==> src/rtl/alarm_controller_if.sv <==
// Interface bundling the clock-time inputs, the user controls and the alarm status outputs.
// The master drives time and controls; the slave (the controller) drives status.
interface alarm_controller_if;
  logic [4:0] hr;
  logic [5:0] min;
  logic [5:0] sec;
  logic       alarm_on;
  logic       set_en;
  logic [4:0] set_hr;
  logic [5:0] set_min;
  logic       snooze;
  logic       stop;
  logic       ringing;
  logic [4:0] alarm_hr;
  logic [5:0] alarm_min;
  logic [2:0] snooze_cnt;
  logic       set_err;

  modport master (
    output hr, min, sec, alarm_on, set_en, set_hr, set_min, snooze, stop,
    input  ringing, alarm_hr, alarm_min, snooze_cnt, set_err
  );

  modport slave (
    input  hr, min, sec, alarm_on, set_en, set_hr, set_min, snooze, stop,
    output ringing, alarm_hr, alarm_min, snooze_cnt, set_err
  );
endinterface

==> src/rtl/alarm_controller.sv <==
// Alarm controller: compares running time with the programmed alarm and sequences
// DISARMED / ARMED / RINGING / SNOOZING with ring timeout and bounded snoozes.
module alarm_controller #(
  parameter int unsigned RING_SECS  = 60,
  parameter int unsigned SNOOZE_MIN = 5,
  parameter int unsigned MAX_SNOOZE = 3
) (
  input  logic               clk,
  input  logic               reset,
  alarm_controller_if.slave  bus
);
  typedef enum logic [1:0] {S_DISARMED, S_ARMED, S_RINGING, S_SNOOZING} state_t;

  localparam logic [7:0] RING_LAST = 8'(RING_SECS - 1);
  localparam logic [6:0] SNZ_ADD   = 7'(SNOOZE_MIN);
  localparam logic [2:0] SNZ_MAX   = 3'(MAX_SNOOZE);

  state_t     r_state, w_state_nxt;
  logic [4:0] r_alarm_hr, r_tgt_hr;
  logic [5:0] r_alarm_min, r_tgt_min;
  logic [7:0] r_ring_cnt;
  logic [2:0] r_snooze_cnt;
  logic       r_set_err, r_ringing;

  logic       w_match, w_set_win, w_set_rng_ok, w_set_ok, w_set_bad;
  logic       w_snz_allowed, w_ring_done;
  logic [6:0] w_m7, w_m7_sub;
  logic       w_wrap;
  logic [4:0] w_snz_hr;
  logic [5:0] w_snz_min;
  logic       w_tgt_from_alarm, w_tgt_from_snz, w_snz_clr, w_snz_inc, w_ring_clr, w_ring_inc;

  assign w_match       = (bus.sec == 6'd0) && (bus.hr == r_tgt_hr) && (bus.min == r_tgt_min);
  assign w_set_win     = (r_state == S_DISARMED) || (r_state == S_ARMED);
  assign w_set_rng_ok  = (bus.set_hr <= 5'd23) && (bus.set_min <= 6'd59);
  assign w_set_ok      = bus.set_en && w_set_win && w_set_rng_ok;
  assign w_set_bad     = bus.set_en && w_set_win && !w_set_rng_ok;
  assign w_snz_allowed = r_snooze_cnt < SNZ_MAX;
  assign w_ring_done   = r_ring_cnt == RING_LAST;

  // Snooze target: current hh:mm plus SNOOZE_MIN with hour and day wrap.
  assign w_m7      = {1'b0, bus.min} + SNZ_ADD;
  assign w_m7_sub  = w_m7 - 7'd60;
  assign w_wrap    = w_m7 >= 7'd60;
  assign w_snz_min = w_wrap ? w_m7_sub[5:0] : w_m7[5:0];
  assign w_snz_hr  = !w_wrap ? bus.hr : ((bus.hr == 5'd23) ? 5'd0 : bus.hr + 5'd1);

  always_ff @(posedge clk or negedge reset) begin
    if (!reset) r_state <= S_DISARMED;
    else        r_state <= w_state_nxt;
  end

  always_comb begin
    w_state_nxt = r_state;
    if (!bus.alarm_on) begin
      w_state_nxt = S_DISARMED;
    end else begin
      case (r_state)
        S_DISARMED: w_state_nxt = S_ARMED;
        S_ARMED:    if (w_match) w_state_nxt = S_RINGING;
        S_RINGING: begin
          if (bus.stop)                         w_state_nxt = S_ARMED;
          else if (bus.snooze && w_snz_allowed) w_state_nxt = S_SNOOZING;
          else if (w_ring_done)                 w_state_nxt = S_ARMED;
        end
        S_SNOOZING: begin
          if (bus.stop)     w_state_nxt = S_ARMED;
          else if (w_match) w_state_nxt = S_RINGING;
        end
        default: w_state_nxt = S_DISARMED;
      endcase
    end
  end

  always_comb begin
    w_tgt_from_alarm = 1'b0;
    w_tgt_from_snz   = 1'b0;
    w_snz_clr        = 1'b0;
    w_snz_inc        = 1'b0;
    w_ring_clr       = 1'b0;
    w_ring_inc       = 1'b0;
    if (!bus.alarm_on) begin
      w_snz_clr = 1'b1;
    end else begin
      case (r_state)
        S_DISARMED: w_tgt_from_alarm = 1'b1;
        S_ARMED:    w_ring_clr = w_match;
        S_RINGING: begin
          w_ring_inc = 1'b1;
          if (bus.stop || (!(bus.snooze && w_snz_allowed) && w_ring_done)) begin
            w_tgt_from_alarm = 1'b1;
            w_snz_clr        = 1'b1;
          end else if (bus.snooze && w_snz_allowed) begin
            w_tgt_from_snz = 1'b1;
            w_snz_inc      = 1'b1;
          end
        end
        S_SNOOZING: begin
          if (bus.stop) begin
            w_tgt_from_alarm = 1'b1;
            w_snz_clr        = 1'b1;
          end else begin
            w_ring_clr = w_match;
          end
        end
        default: w_snz_clr = 1'b1;
      endcase
    end
  end

  always_ff @(posedge clk or negedge reset) begin
    if (!reset) begin
      r_alarm_hr   <= '0;
      r_alarm_min  <= '0;
      r_tgt_hr     <= '0;
      r_tgt_min    <= '0;
      r_ring_cnt   <= '0;
      r_snooze_cnt <= '0;
      r_set_err    <= 1'b0;
      r_ringing    <= 1'b0;
    end else begin
      r_set_err <= w_set_bad;
      r_ringing <= (w_state_nxt == S_RINGING);
      if (w_set_ok) begin
        r_alarm_hr  <= bus.set_hr;
        r_alarm_min <= bus.set_min;
      end
      // A set in ARMED retargets immediately; a match this edge still used the old target.
      if (w_set_ok && (r_state == S_ARMED)) begin
        r_tgt_hr  <= bus.set_hr;
        r_tgt_min <= bus.set_min;
      end else if (w_tgt_from_alarm) begin
        r_tgt_hr  <= r_alarm_hr;
        r_tgt_min <= r_alarm_min;
      end else if (w_tgt_from_snz) begin
        r_tgt_hr  <= w_snz_hr;
        r_tgt_min <= w_snz_min;
      end
      if (w_ring_clr)      r_ring_cnt <= '0;
      else if (w_ring_inc) r_ring_cnt <= r_ring_cnt + 8'd1;
      if (w_snz_clr)       r_snooze_cnt <= '0;
      else if (w_snz_inc)  r_snooze_cnt <= r_snooze_cnt + 3'd1;
    end
  end

  assign bus.ringing    = r_ringing;
  assign bus.alarm_hr   = r_alarm_hr;
  assign bus.alarm_min  = r_alarm_min;
  assign bus.snooze_cnt = r_snooze_cnt;
  assign bus.set_err    = r_set_err;
endmodule
==> src/flat_wrapper.sv <==
// flat-port wrapper written by rule: the top's interface ports become plain ports
module alarm_controller_flat 
#(
  parameter int unsigned RING_SECS  = 60,
  parameter int unsigned SNOOZE_MIN = 5,
  parameter int unsigned MAX_SNOOZE = 3
)
  (clk, reset, bus_hr, bus_min, bus_sec, bus_alarm_on, bus_set_en, bus_set_hr, bus_set_min, bus_snooze, bus_stop, bus_ringing, bus_alarm_hr, bus_alarm_min, bus_snooze_cnt, bus_set_err);
  alarm_controller_if bus_i ();
  input  logic clk;
  input  logic reset;
  input wire logic [$bits(bus_i.hr)-1:0] bus_hr;
  input wire logic [$bits(bus_i.min)-1:0] bus_min;
  input wire logic [$bits(bus_i.sec)-1:0] bus_sec;
  input wire logic [$bits(bus_i.alarm_on)-1:0] bus_alarm_on;
  input wire logic [$bits(bus_i.set_en)-1:0] bus_set_en;
  input wire logic [$bits(bus_i.set_hr)-1:0] bus_set_hr;
  input wire logic [$bits(bus_i.set_min)-1:0] bus_set_min;
  input wire logic [$bits(bus_i.snooze)-1:0] bus_snooze;
  input wire logic [$bits(bus_i.stop)-1:0] bus_stop;
  output wire logic [$bits(bus_i.ringing)-1:0] bus_ringing;
  output wire logic [$bits(bus_i.alarm_hr)-1:0] bus_alarm_hr;
  output wire logic [$bits(bus_i.alarm_min)-1:0] bus_alarm_min;
  output wire logic [$bits(bus_i.snooze_cnt)-1:0] bus_snooze_cnt;
  output wire logic [$bits(bus_i.set_err)-1:0] bus_set_err;
  assign bus_i.hr = bus_hr;
  assign bus_i.min = bus_min;
  assign bus_i.sec = bus_sec;
  assign bus_i.alarm_on = bus_alarm_on;
  assign bus_i.set_en = bus_set_en;
  assign bus_i.set_hr = bus_set_hr;
  assign bus_i.set_min = bus_set_min;
  assign bus_i.snooze = bus_snooze;
  assign bus_i.stop = bus_stop;
  assign bus_ringing = bus_i.ringing;
  assign bus_alarm_hr = bus_i.alarm_hr;
  assign bus_alarm_min = bus_i.alarm_min;
  assign bus_snooze_cnt = bus_i.snooze_cnt;
  assign bus_set_err = bus_i.set_err;
  alarm_controller #(.RING_SECS(RING_SECS), .SNOOZE_MIN(SNOOZE_MIN), .MAX_SNOOZE(MAX_SNOOZE)) u_core (.clk(clk), .reset(reset), .bus(bus_i));
endmodule
==> config.mk <==
export PLATFORM = sky130hd
export DESIGN_NAME = alarm_controller_flat
export DESIGN_NICKNAME = d
export VERILOG_FILES = /design/src/rtl/alarm_controller_if.sv /design/src/rtl/alarm_controller.sv /design/src/flat_wrapper.sv
export SDC_FILE = /design/constraint.sdc
export NUM_CORES = 1
export LEC_CHECK = 0
export CAP_MARGIN = 20
export CORE_MARGIN = 5
export CORE_UTILIZATION = 50
export DETAILED_ROUTE_END_ITERATION = 10
export GPL_ROUTABILITY_DRIVEN = 0
export PLACE_DENSITY = 0.79
export SYNTH_ARGS = -nofsm -noshare
export SYNTH_HDL_FRONTEND = slang
export SYNTH_SLANG_ARGS = --single-unit
==> constraint.sdc <==
create_clock -name clk -period 2.7 [get_ports clk]
set_clock_uncertainty 0.2 [all_clocks]
set_input_delay 0.54 -clock clk [delete_from_list [all_inputs] [get_ports clk]]
set_output_delay 0.54 -clock clk [all_outputs]
set_load 0.05 [all_outputs]
== After elaboration in Yosys (flattened, before gate mapping) ==
Index checks and enable logic that the tools add are counted.

* Register bits: 37
* Bits of input ports: 34
* Output and inout port bits: 16
* Logic and storage cells: 79

* Reduce and logical (&&, ||, !) cells: 18
* $lt $le $gt $ge: 4
* Eq/ne operators: 8
* Add/sub/neg operators: 5
* Multiplexer cells: 35

{| class="wikitable"
|+ Operators by type and width
! cell !! count
|-
| $mux 5 || 5
|-
| $mux 6 || 4
|-
| $mux 8 || 2
|-
| $mux 1 || 12
|-
| $mux 2 || 6
|-
| $logic_and 1x1->1 || 9
|-
| $add 8x1->8 const B || 1
|-
| $eq 8x6->1 const B || 1
|-
| $pmux 2 s4 || 1
|-
| $add 6x3->7 const B || 1
|-
| $ge 7x6->1 const B || 1
|-
| $eq 2x2->1 const B || 3
|-
| $eq 6x6->1 || 1
|-
| $le 6x6->1 const B || 1
|-
| $logic_not 6->1 || 1
|-
| $mux 3 || 2
|-
| $sub 6x6->6 const B || 1
|-
| $add 5x1->5 const B || 1
|-
| $eq 5x5->1 || 1
|-
| $eq 5x5->1 const B || 1
|-
| $le 5x5->1 const B || 1
|-
| $pmux 1 s2 || 2
|-
| $reduce_bool 2->1 || 2
|-
| $add 3x1->3 const B || 1
|-
| other kinds (7) || 9
|}

== Longest topological paths before layout ==
* Word-level depth: 11
* Mapped depth: 10
* Mapped depth without buffers: 9

== Worst setup path after synthesis ==
Ideal clock, no wire load.

* Kind: input port to flip-flop
* Start point: in bus_min[2]
* End point: reg u_core.r_tgt_hr[0]
* Arrival: 2.516 ns
* Cell stages on the path: 10
* Required time: 2.431 ns
* Setup slack: -0.085 ns
* Setup time: 0.069 ns
* Buffers on the path: 1
* Cells stage by stage: buf_2 > a21oi_1 > xnor2_1 > ha_1 > nand3_1 > mux2_4 > a31oi_2 > nor2_1 > or4_1 > nand3_1

* Longest elaborated chain between the ends: 6

{| class="wikitable"
|+ RTL lines
! item !! RTL line !! RTL
|-
| start, declared || flat_wrapper.sv:13 || <nowiki>input wire logic [$bits(bus_i.min)-1:0] bus_min;</nowiki>
|-
| $add 6x3->7 || alarm_controller.sv:42 || <nowiki>assign w_m7 = {1'b0, bus.min} + SNZ_ADD;</nowiki>
|-
| $ge 7x6->1 || alarm_controller.sv:44 || <nowiki>assign w_wrap = w_m7 >= 7'd60;</nowiki>
|-
| $mux 5 || alarm_controller.sv:46 || <nowiki>assign w_snz_hr = !w_wrap ? bus.hr : ((bus.hr == 5'd23) ? 5'd0 : bus.hr + 5'd1);</nowiki>
|-
| $mux 5 || alarm_controller.sv:135 || <nowiki>end else if (w_tgt_from_snz) begin</nowiki>
|-
| $mux 5 || alarm_controller.sv:132 || <nowiki>end else if (w_tgt_from_alarm) begin</nowiki>
|-
| $mux 5 || alarm_controller.sv:129 || <nowiki>if (w_set_ok && (r_state == S_ARMED)) begin</nowiki>
|-
| end signal, assigned || alarm_controller.sv:130 || <nowiki>r_tgt_hr <= bus.set_hr;</nowiki>
|-
| end signal, assigned || alarm_controller.sv:133 || <nowiki>r_tgt_hr <= r_alarm_hr;</nowiki>
|-
| end signal, assigned || alarm_controller.sv:136 || <nowiki>r_tgt_hr <= w_snz_hr;</nowiki>
|-
| end, declared || alarm_controller.sv:19 || <nowiki>logic [4:0] r_alarm_hr, r_tgt_hr;</nowiki>
|}

Every way passes these cells. The select of a mux whose other input is x is not followed.
A chain may end at the register's enable or synchronous reset.

== Worst setup path after layout ==
* Start point: in bus_min[0]
* End point: reg u_core.r_tgt_hr[0]

The elaborated chain is that of the path after synthesis.

==> run_results.csv <==
group,metric,value,unit
power,power.total,0.00148,W
logic_synthesis,synth_edf_count,0,
final_layout,area_delta_synth_final,38.4,%
sta,max_freq,0.379,GHz
setup_path,critPathRequiredTime,2.73,ns
global_routing,grt_usage,20.5,%
setup_path,crit_cells,11,
sta,timing.final.ws_setup,0.0596,ns
run,drv_cap,0,
floorplanning,fp.dieArea,5900,um^2
placement,dpl_worst_slack,-0.500,ns
setup_path,startpoint,"bus_min[0]",
logic_synthesis,async_reset_ff_share,100,%
clock_network,cts_sinks,37,
route,via_per_inst,5.67,
global_routing,grt_first_pass_wirelength,9840,um
floorplanning,io_pins,50,
sta,report.final.hold_viol_count,0,
setup_path,reg2reg_depth,7,
setup_path,cp_num_buf_inv,2,
setup_path,cp-end-kind,"register",
logic_synthesis,synth_top_cell_area_share,41.5,%
logic_synthesis,ys_seq_area_share,41.5,%
logic_synthesis,synth_area,2230,um^2
route,wire_per_inst,16.2,um
route,remaining_drc_errors,0,
floorplanning,core_area,4350,um^2
logic_synthesis,synth_nets,266,
global_routing,grt_overflow,0,
setup_path,cp-endpoint,"u_core.r_tgt_hr[0]",
logic_synthesis,synth.area.top_cells,"dfrtp_1, mux2_1, xnor2_1",
clock_network,cts_tree,"done",
setup_path,slowest_delay,0.52,ns
setup_path,cpLargestDelayFamily,"simple AND/OR/NAND/NOR gates",
route,drt_iter0_drc,125,
setup_path,worst-setup-path-type,"in -> reg",
route,routed_wl,5730,um
setup_path,r2r-start,"u_core.r_ring_cnt[2]",
logic_synthesis,ys_types,50,
min_path,hold_class,"in -> async",
sta,drv_slew,0,
power,power_density,478,nW/um^2
power,p_leak,1.33,nW
sta,slew_headroom,38.9,%
setup_path,crit-reg2reg-capture,"u_core.r_tgt_min[2]",
setup_path,crit_fanout,3,
clock_network,post_cts_buffers,0,
setup_path,crit_chain,"dlygate4sd2_1 -> buf_4 -> a21oi_4 -> xnor2_2 -> ha_2 -> nand3_1 -> mux2_4 -> a31oi_4 -> nor2_2 -> or4_4 -> nand3_2",
floorplanning,die_width,76.8,um
clock_network,htree_levels,2,
route,dr_total_vias,2008,
logic_synthesis,synth_top_cell_by_area,"dfrtp_1",
status,status,"finished clean",
logic_synthesis,netlist_instances,226,
logic_synthesis,syn_avg_cell_area,9.87,um^2
final_layout,drive_above_1_share,17.5,%
route,first_pass_iters,4,
setup_path,r2r_slack,0.21,ns
route,ant_nets,0,
placement,dp_hpwl,4310,um
power,ir_drop,0.301,mV
clock_network,cts_root_buf,"clkbuf_8",
clock_network,path_clk_slew,0.07,ns
floorplanning,num_rows,24,
clock_network,clockBufferDepth,2,
sta,tightestPinTransition,0.917,ns
clock_network,cts-buffers-inserted,5,
floorplanning,die_h,76.8,um
sta,period_share,97.8,%
final_layout,antenna_cells_inserted,0,
sta,setup_viol,0,
placement,io_buffers,49,
global_routing,grt_max_degree,38,
setup_path,start_kind,"input pin",
logic_synthesis,synth_seq_cells,37,
sta,min_period,2.64,ns
sta,rsz0062_at_grt,"no",
setup_path,slowest_stage,"or4_4",
final_layout,nets,342,
logic_synthesis,ys_warn_count,0,
global_routing,grt_antenna_before_repair,0,
setup_path,crit_arrival,2.67,ns
global_routing,grt_pass1_vias,2092,
clock_network,worstSkewPairLatency,0.29,ns
logic_synthesis,ys.flop_type,"dfrtp_1",
floorplanning,start_util,51.2,%
-- cell families after synthesis --
logic type | Yosys count | share of synthesized area (%)
buffers and inverters | 15 | 3.42
multiplexers | 14 | 7.23
AO/OA/AOI/OAI | 47 | 16.0
flip-flops | 37 | 41.5
adder cells (fa/ha/maj) | 6 | 3.37
XOR/XNOR | 24 | 9.42
AND/OR/NAND/NOR | 83 | 19.0
-- flip-flops by register name, summed over array words and instances (netlist names) --
signal                 cells
u_core.bus.alarm_min       6
u_core.r_tgt_hr            5
u_core.r_tgt_min           6
u_core.bus.ringing         1
u_core.bus.alarm_hr        5
u_core.r_state             2
u_core.r_ring_cnt          8
u_core.bus.snooze_cnt      3
u_core.bus.set_err         1
-- worst reg2reg max path: stages, from the launching register on --
cell      delay, ns
dfrtp_1        0.41
or3_1          0.39
a311o_1        0.42
a21oi_4        0.19
nor3_2         0.06
buf_4          0.18
a222oi_1       0.34
o311ai_1       0.16
-- where the power goes --
group | internal [W] | switching [W]
clock network | 0.000203 | 0.000190
registers | 0.000610 | 0.0000445
logic | 0.000198 | 0.000232
-- area by class of cell --
cell class	count	area, um^2
inverters	5	18.8
well taps	52	65.1
repair buffers	79	712
clock buffers	7	86.3
flip-flops and latches	37	926
fillers	338	1270
multi-input cells	174	1280
-- per-layer routing --
metal | part of all wire [%] | GRT usage [%] | wire [um] | up-vias
met5 | 0 | 0 | 0 | -
met4 | 1.3 | 7.34 | 75 | 0
met3 | 6.1 | 4.33 | 351 | 6
met2 | 46 | 32.3 | 2660 | 70
met1 | 46 | 27.8 | 2640 | 954
li1 | - | - | - | 978
-- cell usage in the layout (no fill, tap or decap), types with 8 or more instances in the layout --
cell             Yosys  layout
clkdlybuf4s50_1      0      45
dfrtp_1             37      37
buf_4                0      29
nor2_1              21      20
nand2_1             17      17
xor2_1              11      11
xnor2_1             13      11
mux2_1              11      11
nand3_1             11      10
a222oi_1             8       8
-- synth_stat cells, types with 2 or more instances --
| master | count |
|---|---|
| nand3b_1 | 3 |
| dfrtp_1 | 37 |
| nand3_1 | 11 |
| o21ai_1 | 4 |
| nand2_1 | 17 |
| buf_6 | 2 |
| nand2b_1 | 3 |
| ha_1 | 6 |
| a222oi_1 | 8 |
| nand4_1 | 3 |
| nor4_1 | 3 |
| xor2_1 | 11 |
| buf_2 | 4 |
| inv_1 | 5 |
| mux2_1 | 11 |
| mux2_2 | 2 |
| o211ai_1 | 3 |
| a21oi_1 | 8 |
| and3_1 | 6 |
| nor3_1 | 3 |
| a21boi_1 | 3 |
| nand4b_1 | 2 |
| a211o_1 | 2 |
| and2_1 | 2 |
| clkbuf_1 | 3 |
| nor2_1 | 21 |
| xnor2_1 | 13 |
| a22oi_1 | 2 |
| o21ai_0 | 6 |
| nor2b_1 | 2 |
-- per-stage QoR --
| step | util [%] | std cells | TNS, ns | hold WS, ns | area [um^2] |
|---|---|---|---|---|---|
| finish | 70.9 | 354 | 0 | 0.178 | 3090 |
| CTS | 70.6 | 354 | 0 | 0.215 | 3070 |
| detailed placement | 68.2 | 347 | -3.27 | 0.294 | 2970 |
| floorplan | - | 226 | 0 | 0.0444 | 2250 |
| global placement | 68.2 | 347 | -2.79 | 0.278 | 2970 |
| global route | 70.9 | 354 | 0 | 0.274 | 3090 |
-- repair_timing --
item                       CTS  global route
hold endpoints to repair     0             0
pin swaps                    2             4
gates resized for setup      7             4
setup endpoints to repair    8             3
hold buffers                 0             0
-- worst min path at each step --
stage,start,end,slack (ns),cells past startpoint
floorplan,reset,u_core.bus.alarm_hr[0],0.04,0
global placement,u_core.r_tgt_min[1],u_core.r_tgt_min[1],0.28,2
detailed placement,u_core.r_tgt_min[1],u_core.r_tgt_min[1],0.29,2
CTS,reset,u_core.r_tgt_hr[0],0.21,1
global route,reset,u_core.r_tgt_hr[0],0.27,1
finish,reset,u_core.bus.alarm_min[0],0.18,1
Power figures use the tool's default switching activity.
